$ cat config.mk
export PLATFORM = sky130hd
export DESIGN_NAME = pc_sequencer
export DESIGN_NICKNAME = d
export VERILOG_FILES = /design/src/rtl/pc_sequencer_pkg.sv /design/src/rtl/jumpALU.sv /design/src/rtl/pc_sequencer.sv
export SDC_FILE = /design/constraint.sdc
export NUM_CORES = 1
export LEC_CHECK = 0
export CORE_ASPECT_RATIO = 1.2
export CORE_MARGIN = 1.5
export CORE_UTILIZATION = 55
export CTS_CLUSTER_SIZE = 10
export DETAILED_ROUTE_END_ITERATION = 16
export PLACE_DENSITY_LB_ADDON = 0.15
export SYNTH_ARGS = -nofsm -noshare
export SYNTH_HDL_FRONTEND = slang
export SYNTH_SLANG_ARGS = --single-unit
export TNS_END_PERCENT = 10
$ cat constraint.sdc
create_clock -name clk -period 4.1 [get_ports clk]
set_input_delay 0.82 -clock clk [delete_from_list [all_inputs] [get_ports clk]]
set_output_delay 0.82 -clock clk [all_outputs]
set_load 0.01 [all_outputs]
$ cat src/rtl/pc_sequencer_pkg.sv
// Shared CPU definitions for the program-counter sequencer: PC width,
// fetch timeout default and the sequencer state encoding.
package pc_sequencer_pkg;

  localparam int PC_W                  = 32;
  localparam int FETCH_TIMEOUT_DEFAULT = 16;

  typedef enum logic [2:0] {
    ST_IDLE   = 3'd0,
    ST_FETCH  = 3'd1,
    ST_DECODE = 3'd2,
    ST_EXEC   = 3'd3,
    ST_HALT   = 3'd4,
    ST_ERROR  = 3'd5
  } state_t;

endpackage

$ cat src/rtl/jumpALU.sv
// Branch/sequential target adder: target = inputPC + offset, modulo 2^32.
module jumpALU
  import pc_sequencer_pkg::*;
(
  input  logic [PC_W-1:0] inputPC,
  input  logic [PC_W-1:0] offset,
  output logic [PC_W-1:0] targetPC
);

  assign targetPC = inputPC + offset;

endmodule

$ cat src/rtl/pc_sequencer.sv
// Program-counter sequencer: IDLE/FETCH/DECODE/EXEC control with fetch
// timeout detection and terminal HALT/ERROR states.
module pc_sequencer
  import pc_sequencer_pkg::*;
#(
  parameter logic [PC_W-1:0] RESET_PC      = 32'h0000_0000,
  parameter int              FETCH_TIMEOUT = FETCH_TIMEOUT_DEFAULT
) (
  input  logic            clk,
  input  logic            rst_n,
  input  logic            run,
  input  logic            imem_ready,
  input  logic            is_branch,
  input  logic            branch_taken,
  input  logic            is_jump,
  input  logic            is_halt,
  input  logic [PC_W-1:0] offset,
  output logic [PC_W-1:0] pc,
  output logic            imem_req,
  output logic            pc_update,
  output logic            halted,
  output logic            stall_err
);

  localparam int CNT_W = $clog2(FETCH_TIMEOUT + 1);

  state_t            state;
  state_t            state_next;
  logic [CNT_W-1:0]  wait_cnt;
  logic [CNT_W-1:0]  wait_cnt_next;
  logic [CNT_W-1:0]  wait_cnt_inc;
  logic              dec_jump;
  logic              dec_taken;
  logic [PC_W-1:0]   dec_offset;
  logic [PC_W-1:0]   pc_inc;
  logic [PC_W-1:0]   alu_operand;
  logic [PC_W-1:0]   branch_target;
  logic [PC_W-1:0]   pc_next;

  assign wait_cnt_inc = wait_cnt + CNT_W'(1);
  assign pc_inc       = pc + PC_W'(1);

  // Next-state and wait-counter logic
  always_comb begin
    state_next    = state;
    wait_cnt_next = wait_cnt;
    case (state)
      ST_IDLE: begin
        if (run) begin
          state_next    = ST_FETCH;
          wait_cnt_next = '0;
        end else begin
          state_next = ST_IDLE;
        end
      end
      ST_FETCH: begin
        if (imem_ready) begin
          state_next = ST_DECODE;
        end else if (wait_cnt_inc == CNT_W'(FETCH_TIMEOUT)) begin
          state_next = ST_ERROR;
        end else begin
          wait_cnt_next = wait_cnt_inc;
        end
      end
      ST_DECODE: begin
        if (is_halt) begin
          state_next = ST_HALT;
        end else begin
          state_next = ST_EXEC;
        end
      end
      ST_EXEC: begin
        if (run) begin
          state_next    = ST_FETCH;
          wait_cnt_next = '0;
        end else begin
          state_next = ST_IDLE;
        end
      end
      ST_HALT:  state_next = ST_HALT;
      ST_ERROR: state_next = ST_ERROR;
      default:  state_next = ST_IDLE;
    endcase
  end

  // Untaken branches and plain instructions feed zero, so one adder covers both
  always_comb begin
    if (dec_taken) begin
      alu_operand = dec_offset;
    end else begin
      alu_operand = '0;
    end
    if (dec_jump) begin
      pc_next = dec_offset;
    end else begin
      pc_next = branch_target;
    end
  end

  jumpALU u_jump_alu (
    .inputPC  (pc_inc),
    .offset   (alu_operand),
    .targetPC (branch_target)
  );

  // State, counter and registered status outputs (decoded from next state)
  always_ff @(posedge clk or negedge rst_n) begin
    if (!rst_n) begin
      state     <= ST_IDLE;
      wait_cnt  <= '0;
      imem_req  <= 1'b0;
      pc_update <= 1'b0;
      halted    <= 1'b0;
      stall_err <= 1'b0;
    end else begin
      state     <= state_next;
      wait_cnt  <= wait_cnt_next;
      imem_req  <= (state_next == ST_FETCH);
      pc_update <= (state_next == ST_EXEC);
      halted    <= (state_next == ST_HALT);
      stall_err <= (state_next == ST_ERROR);
    end
  end

  // Decode capture and PC update
  always_ff @(posedge clk or negedge rst_n) begin
    if (!rst_n) begin
      pc         <= RESET_PC;
      dec_jump   <= 1'b0;
      dec_taken  <= 1'b0;
      dec_offset <= '0;
    end else begin
      if (state == ST_DECODE) begin
        dec_jump   <= is_jump;
        dec_taken  <= is_branch & branch_taken;
        dec_offset <= offset;
      end
      if (state == ST_EXEC) begin
        pc <= pc_next;
      end
    end
  end

endmodule

# After elaboration in Yosys (flattened, before gate mapping)
# Cells that the tools add are included.
# word_totals
ff_bits,78
inputBits,40
out_inout_bits,36
word_cells,42
# op_classes
addsub,3
eq_ne,13
mux,11
n_bitwise,1
reduce_logical,4
# ops
cell,n
32-bit 2-to-1 mux,2
"32-bit by 1-bit adder with 32-bit output, second input constant",1
32-bit adder,1
5-bit 2-to-1 mux,3
3-bit one-hot mux with 5 select lines,1
"3-bit equality test, second input constant",4
5-bit one-hot mux with 2 select lines,1
"3-bit by 2-bit equality test with 1-bit output, second input constant",3
3-bit 2-to-1 mux,3
"3-bit by 1-bit equality test with 1-bit output, second input constant",2
"5-bit by 1-bit adder with 5-bit output, second input constant",1
"5-bit equality test, second input constant",1
"2-bit != test, second input constant",2
4-bit AND reduction,1
3-bit zero test,1
"2-bit by 1-bit != test with 1-bit output, second input constant",1
2-bit nonzero test,1
2-bit OR reduction,1
1-bit bitwise AND,1
1-bit 2-to-1 mux,1

# Depth between registers and ports, before layout
# Gate-level depths: netlist of run 1.
# logic_depth
ltp_word,6
mapped_depth,14
mapped_depth_nobuf,13

# By module
# A second synthesis of run 1 with hierarchy kept.
# hier_totals
cells_unflattened,735
area_unflattened_um2,6216.0
# by_module_without_submodules
module,instances,cells_per_inst,area_per_inst_um2,seq_area_each_um2
pc_sequencer,1,460,4170.2,1951.9
jumpALU,1,275,2045.7,0.0

# Worst setup path before layout of run 1
# OpenSTA, ideal clock, no wires.
# synth_timing
path_kind,register -> register
start,register dec_taken
end,register pc[31]
setup_ns,0.124
arrival_ns,2.906
required_time_ns,3.976
slack_ns,1.070
path_stages_with_launch,13
path_buffers,1
synth_period_minus_slack_ns,3.030
path_cell_list,dfrtp_1 clkbuf_1 and2_1 ha_1 a21oi_2 o21bai_2 a21oi_2 or4b_1 a311oi_1 nor2_1 a221oi_2 mux2i_1 a211o_1
# synth_between
elab_chain_cells,3
# synth_rtl
item,line,text
start: declaration,pc_sequencer.sv:33,logic dec_taken;
start signal: assignment,pc_sequencer.sv:135,dec_taken <= is_branch & branch_taken;
32-bit 2-to-1 mux,pc_sequencer.sv:88,if (dec_taken) begin
32-bit adder,jumpALU.sv:10,assign targetPC = inputPC + offset;
32-bit 2-to-1 mux,pc_sequencer.sv:93,if (dec_jump) begin
end signal: assignment,pc_sequencer.sv:139,pc <= pc_next;
end: declaration,pc_sequencer.sv:18,"output logic [PC_W-1:0] pc,"
# No other way between the ends.
# A chain may end at the register's enable or synchronous reset.

# Worst setup path after layout of run 1
# layout_timing
start,register dec_taken
end,register pc[24]
# Same word-level chain as after synthesis.

==> flow_summary.yaml, run 1 <==
grt:
  grt_max_degree: 79
  grt_overflow: 0
  antenna_found_initial: 0
  grt_pass1_wl_um: 19100
  grt_pass1_vias: 4158
  grt_use_total: 0.239
outcome:
  outcome: "finished clean"
setup_path:
  reg2reg_from: "dec_taken$_DFFE_PN0N_"
  critPathMaxStageDelay_ps: 920
  crit_chain: "and2_1 > ha_1 > a21o_1 > a21o_1 > a31oi_2 > o31ai_4 > a21o_1 > a31oi_1 > o21ai_0 > xnor2_1 > o311ai_0"
  cp_slowest_cell: "dfrtp_1"
  endpoint: "pc[24]$_DFFE_PN0P_"
  endpoint_kind: "register"
  critPathKind: "reg2reg"
  reg2reg_to: "pc[24]$_DFFE_PN0P_"
  worstPathArrival_ps: 3920
  crit_top_cell: "a21o_1"
  reg2reg_slack_ps: 420
  crit_required_ps: 4350
  crit_start: "dec_taken$_DFFE_PN0N_"
  start_kind: "register"
  r2r_cells: 11
  crit_fanout: 34
synthesis:
  synth_area_per_cell_um2: 8.94
  synth_top_area_share: 0.380
  synth-seq-cells: 78
  ys_async_sr_fraction: 1.00
  yosysUniqueCellTypes: 50
  synth_largest_area_cell: "dfrtp_1"
  synth-edff-count: 0
  seq_area_frac_synth: 0.380
  synth.area.top_cells: "dfrtp_1, ha_1, mux2_2"
  synth.cell_area_um2: 5140
  yosys_warnings: 0
  synthCells: 575
  syn-num-nets: 648
  ys.flop_type: "dfrtp_1"
power_and_ir_drop:
  cellPowerDensity_nw_per_um2: 712
  vdd_ir_drop_max_v: 0.000525
  leakage_nw: 2.76
sta:
  timing.final.crit_share: 0.896
  max_slew_margin: 0.266
  tns_ps: 0
  drv_slew: 0
  final_hold_viol_count: 0
  setup_viol: 0
  grt_setup_unrepaired: "no"
  clock_skew_ps: 12.3
  post-route-min-period_ps: 3680
  max_freq_mhz: 272
  setup_slack_ps: 425
  worstMarginPinSlew_ps: 1100
placed_design:
  place_area_um2: 5950
  place_inst: 743
  dp_slack_ps: 473
  portBuffers: 75
  finalWeightedCongestion: 0.945
  place_hpwl_um: 8180
layout:
  multi_input_area_um2: 3030
  final_cells: 759
  synthToLayoutAreaGrowth_pct: 19.7
  nets: 707
  layout_commonest_cell: "dfrtp_1"
  final_cell_mix: "dfrtp_1, clkdlybuf4s50_1, a21oi_1"
  fillers: 752
  antenna_cells: 0
  seq_area_um2: 1950
  final_cell_area_um2: 6160
  drive_gt1_frac: 0.0986
clock_tree:
  cts.clk_slew.worst_paths_ps: 90
  htree_levels: 3
  clock_insertion_delay_worst_skew_ps: 370
  clock_sinks: 78
  post-cts-setup-buffers: 0
  cts_hold_buffers: 0
  cts_resized: 0
  clk_path_buf_depth: 2
  cts_tree: "done"
  cts_made_buffers: 9
  clock_tree.root_cell: "clkbuf_8"
floorplanning:
  num_rows: 38
  ios: 76
  die_w_um: 91.3
  die-area_um2: 9940
  coreArea_um2: 9080
  chipHeight_um: 109
  start_util: 0.566
min_path:
  min_path_type: "reg2reg"
detailed_routing:
  drcViolationCount: 0
  detail_route.wl_per_cell_um: 14.8
  antenna_left: 0
  via_per_inst: 5.72
  totalWireLength_um: 11200
  firstDrtPassIters: 4
  vias: 4345
  initialDrtViolationCount: 147
job:
  cap_viol_max_count: 0
[report_power, final]
group | internal [mW] | switching [mW] | total, mW
combinational | 1.12 | 1.13 | 2.25
sequential | 1.12 | 0.420 | 1.54
clock | 0.288 | 0.311 | 0.599
total | 2.52 | 1.86 | 4.38
[cells by family (layout without fill, tap and decap cells)]
kind of cell | count (synthesis) | in the layout | share of synthesized area
xor gates and xnor gates | 25 | 25 | 0.0426
adders and majority gates | 33 | 33 | 0.0818
muxes | 41 | 41 | 0.0881
AOI/OAI and AO/OA | 165 | 165 | 0.197
buffers and inverters | 43 | 107 | 0.0314
and+or+nand+nor | 190 | 190 | 0.180
DFF | 78 | 78 | 0.380
[state kept, by name, indices dropped and copies added, names as in the netlist]
| signal | cells |
|---|---|
| state | 3 |
| dec_taken | 1 |
| pc | 32 |
| halted | 1 |
| pc_update | 1 |
| dec_jump | 1 |
| imem_req | 1 |
| dec_offset | 32 |
| wait_cnt | 5 |
| stall_err | 1 |
[synthesized netlist by cell type, drive strengths merged (8+ instances only)]
master and n:
and2 33, nand3 14, clkbuf 25, xnor2 13, mux2 34, o21ai 49, inv 14, nor2 43
nand2 58, a31oi 8, xor2 12, nand2b 9, dfrtp 78, nor3 8, a21oi 61, ha 32
a21o 12
[worst max-delay path: cells and delay by family (launching register included)]
kind	cells	cell delay, ps
fa+ha+maj	1	280
compound gates	8	1960
flops	1	920
xor+xnor	1	150
simple gates	1	240
[metal layers]
| metal | up-vias | part of all wire | GRT usage |
|---|---|---|---|
| met5 | - | 0 | 0 |
| met4 | 0 | 0.014 | 0.0859 |
| met3 | 15 | 0.044 | 0.0481 |
| met2 | 99 | 0.49 | 0.407 |
| met1 | 2078 | 0.45 | 0.303 |
| li1 | 2153 | - | - |
[metrics by stage]
step                      utilization  hold slack, ps  power, mW
after detailed placement        0.655             511       3.79
after floorplan                     -             476       3.07
final                           0.678             520       4.38
after global routing            0.678             557       4.77
after CTS                       0.678             530       4.41
after global placement          0.655             497       3.73
[how the worst min path moves through the flow]
| stage | endpoint | cells after the start | startpoint | slack, ps |
|---|---|---|---|---|
| global route | pc[9]$_DFFE_PN0P_ | 2 | pc[9]$_DFFE_PN0P_ | 560 |
| CTS | pc[21]$_DFFE_PN0P_ | 2 | pc[21]$_DFFE_PN0P_ | 530 |
| floorplan | wait_cnt[1]$_DFFE_PN0P_ | 2 | wait_cnt[1]$_DFFE_PN0P_ | 480 |
| global placement | wait_cnt[1]$_DFFE_PN0P_ | 2 | wait_cnt[1]$_DFFE_PN0P_ | 500 |
| finish | pc[9]$_DFFE_PN0P_ | 2 | pc[9]$_DFFE_PN0P_ | 520 |
| detailed placement | pc[9]$_DFFE_PN0P_ | 2 | pc[9]$_DFFE_PN0P_ | 510 |
[cell type report]
| type | instances | area share |
|---|---|---|
| clock inverters | 7 | 0.0130 |
| well taps | 120 | 0.0244 |
| inverters | 14 | 0.00854 |
| repair buffers | 77 | 0.124 |
| flip-flops and latches | 78 | 0.317 |
| multi-input cells | 454 | 0.493 |
| clock buffers | 9 | 0.0201 |
Power figures use the tool's default switching activity.
==> inputs of run 2 (changes only) <==
--- a/config.mk
+++ b/config.mk
@@ -6,11 +6,11 @@
 export NUM_CORES = 1
 export LEC_CHECK = 0
 export CORE_ASPECT_RATIO = 1.2
-export CORE_MARGIN = 1.5
+export CORE_MARGIN = 2
 export CORE_UTILIZATION = 55
 export CTS_CLUSTER_SIZE = 10
 export DETAILED_ROUTE_END_ITERATION = 16
-export PLACE_DENSITY_LB_ADDON = 0.15
+export PLACE_DENSITY = 0.81
 export SYNTH_ARGS = -nofsm -noshare
 export SYNTH_HDL_FRONTEND = slang
 export SYNTH_SLANG_ARGS = --single-unit
==> flow_summary.yaml, run 2 (synthesized netlist as in run 1, its figures left out) <==
sta:
  max_slew_margin: 0.253
  tns_ps: 0
  worstMarginPinSlew_ps: 1120
  final_hold_viol_count: 0
  timing.final.crit_share: 0.855
  clock_skew_ps: 13.0
  max_freq_mhz: 285
  grt_setup_unrepaired: "no"
  setup_viol: 0
  setup_slack_ps: 593
  post-route-min-period_ps: 3510
  drv_slew: 0
clock_tree:
  cts_tree: "done"
  post-cts-setup-buffers: 0
  cts.clk_slew.worst_paths_ps: 90
  clock_sinks: 78
  cts_made_buffers: 9
  htree_levels: 3
  clk_path_buf_depth: 2
  cts_resized: 0
  clock_insertion_delay_worst_skew_ps: 370
  clock_tree.root_cell: "clkbuf_8"
  cts_hold_buffers: 0
detailed_routing:
  totalWireLength_um: 11800
  vias: 4335
  firstDrtPassIters: 4
  via_per_inst: 5.70
  detail_route.wl_per_cell_um: 15.5
  antenna_left: 0
  initialDrtViolationCount: 146
  drcViolationCount: 0
floorplanning:
  die-area_um2: 10100
  ios: 76
  num_rows: 38
  coreArea_um2: 9080
  die_w_um: 92.3
  chipHeight_um: 110
  start_util: 0.566
layout:
  drive_gt1_frac: 0.0984
  final_cell_mix: "dfrtp_1, clkdlybuf4s50_1, a21oi_1"
  fillers: 755
  multi_input_area_um2: 3030
  seq_area_um2: 1950
  synthToLayoutAreaGrowth_pct: 19.3
  layout_commonest_cell: "dfrtp_1"
  antenna_cells: 0
  finish.utilization: 0.675
  reg.largest.list: "dec_offset x32, pc x32, wait_cnt x5"
  nets: 708
power_and_ir_drop:
  cellPowerDensity_nw_per_um2: 709
  vdd_ir_drop_max_v: 0.000650
  leakage_nw: 2.76
setup_path:
  crit_fanout: 23
  critPathKind: "reg2reg"
  start_kind: "register"
  crit_required_ps: 4360
  endpoint_kind: "register"
  worstPathArrival_ps: 3760
outcome:
  outcome: "finished clean"
grt:
  grt_overflow: 0
  grt_pass1_wl_um: 20400
  grt_use_total: 0.252
  antenna_found_initial: 0
  grt_max_degree: 79
  grt_pass1_vias: 4402
placed_design:
  place_hpwl_um: 8490
  dp_slack_ps: 624
  portBuffers: 75
  finalWeightedCongestion: 0.868
min_path:
  min_path_type: "reg2reg"
job:
  cap_viol_max_count: 0
-- run 2: layout make-up --
type / instances / share of cell area
Multi-Input combinational cell: 454 / 0.494
Sequential cell: 78 / 0.318
Timing Repair Buffer: 78 / 0.126
Tap cell: 120 / 0.0245
Clock buffer: 10 / 0.0208
Inverter: 14 / 0.00857
Clock inverter: 6 / 0.00755
-- run 2: power by group --
group          internal, mW  switching [mW]
sequential             1.12           0.417
combinational          1.12            1.16
clock                 0.224           0.314
total                  2.46            1.89
-- run 2: worst max-delay path: stages (launching register included) --
cell and delay (ps):
dfrtp_1 640, nand2_1 160, ha_1 170, inv_1 50
fa_1 400, a21oi_1 170, nor2b_1 80, a31oi_2 370
o31ai_4 140, a21o_1 220, a31oi_1 370, o21ai_0 190
xnor2_1 160, o311ai_0 280
-- run 2: final timing paths --
path                                       start                         end  slack [ps]  depth (start not counted)
min in group asynchronous                  rst_n  dec_offset[24]$_DFFE_PN0N_         570                          1
max                        dec_taken$_DFFE_PN0N_          pc[24]$_DFFE_PN0P_         590                         13
max in group asynchronous                  rst_n           pc[1]$_DFFE_PN0P_        2840                          1
min                           pc[14]$_DFFE_PN0P_          pc[14]$_DFFE_PN0P_         520                          2
max reg2reg                dec_taken$_DFFE_PN0N_          pc[24]$_DFFE_PN0P_         590                         13
min reg2reg                   pc[14]$_DFFE_PN0P_          pc[14]$_DFFE_PN0P_         520                          2
-- run 2: metal layers --
layer | part of all wire | GRT usage
met5 | 0 | 0
met4 | 0.018 | 0.0949
met3 | 0.031 | 0.0439
met2 | 0.51 | 0.445
met1 | 0.44 | 0.310
-- run 2: through the flow --
| stage | std cells | cell area [um^2] | hold WS (ps) | power (mW) |
|---|---|---|---|---|
| 5_1_grt | 760 | 6130 | 546 | 4.74 |
| 4_1_cts | 760 | 6130 | 528 | 4.36 |
| 3_3_place_gp | 744 | 5960 | 499 | 3.74 |
| 2_1_floorplan | 575 | 5140 | 476 | 3.07 |
| 3_5_place_dp | 744 | 5960 | 508 | 3.81 |
| 6_report | 760 | 6130 | 522 | 4.35 |
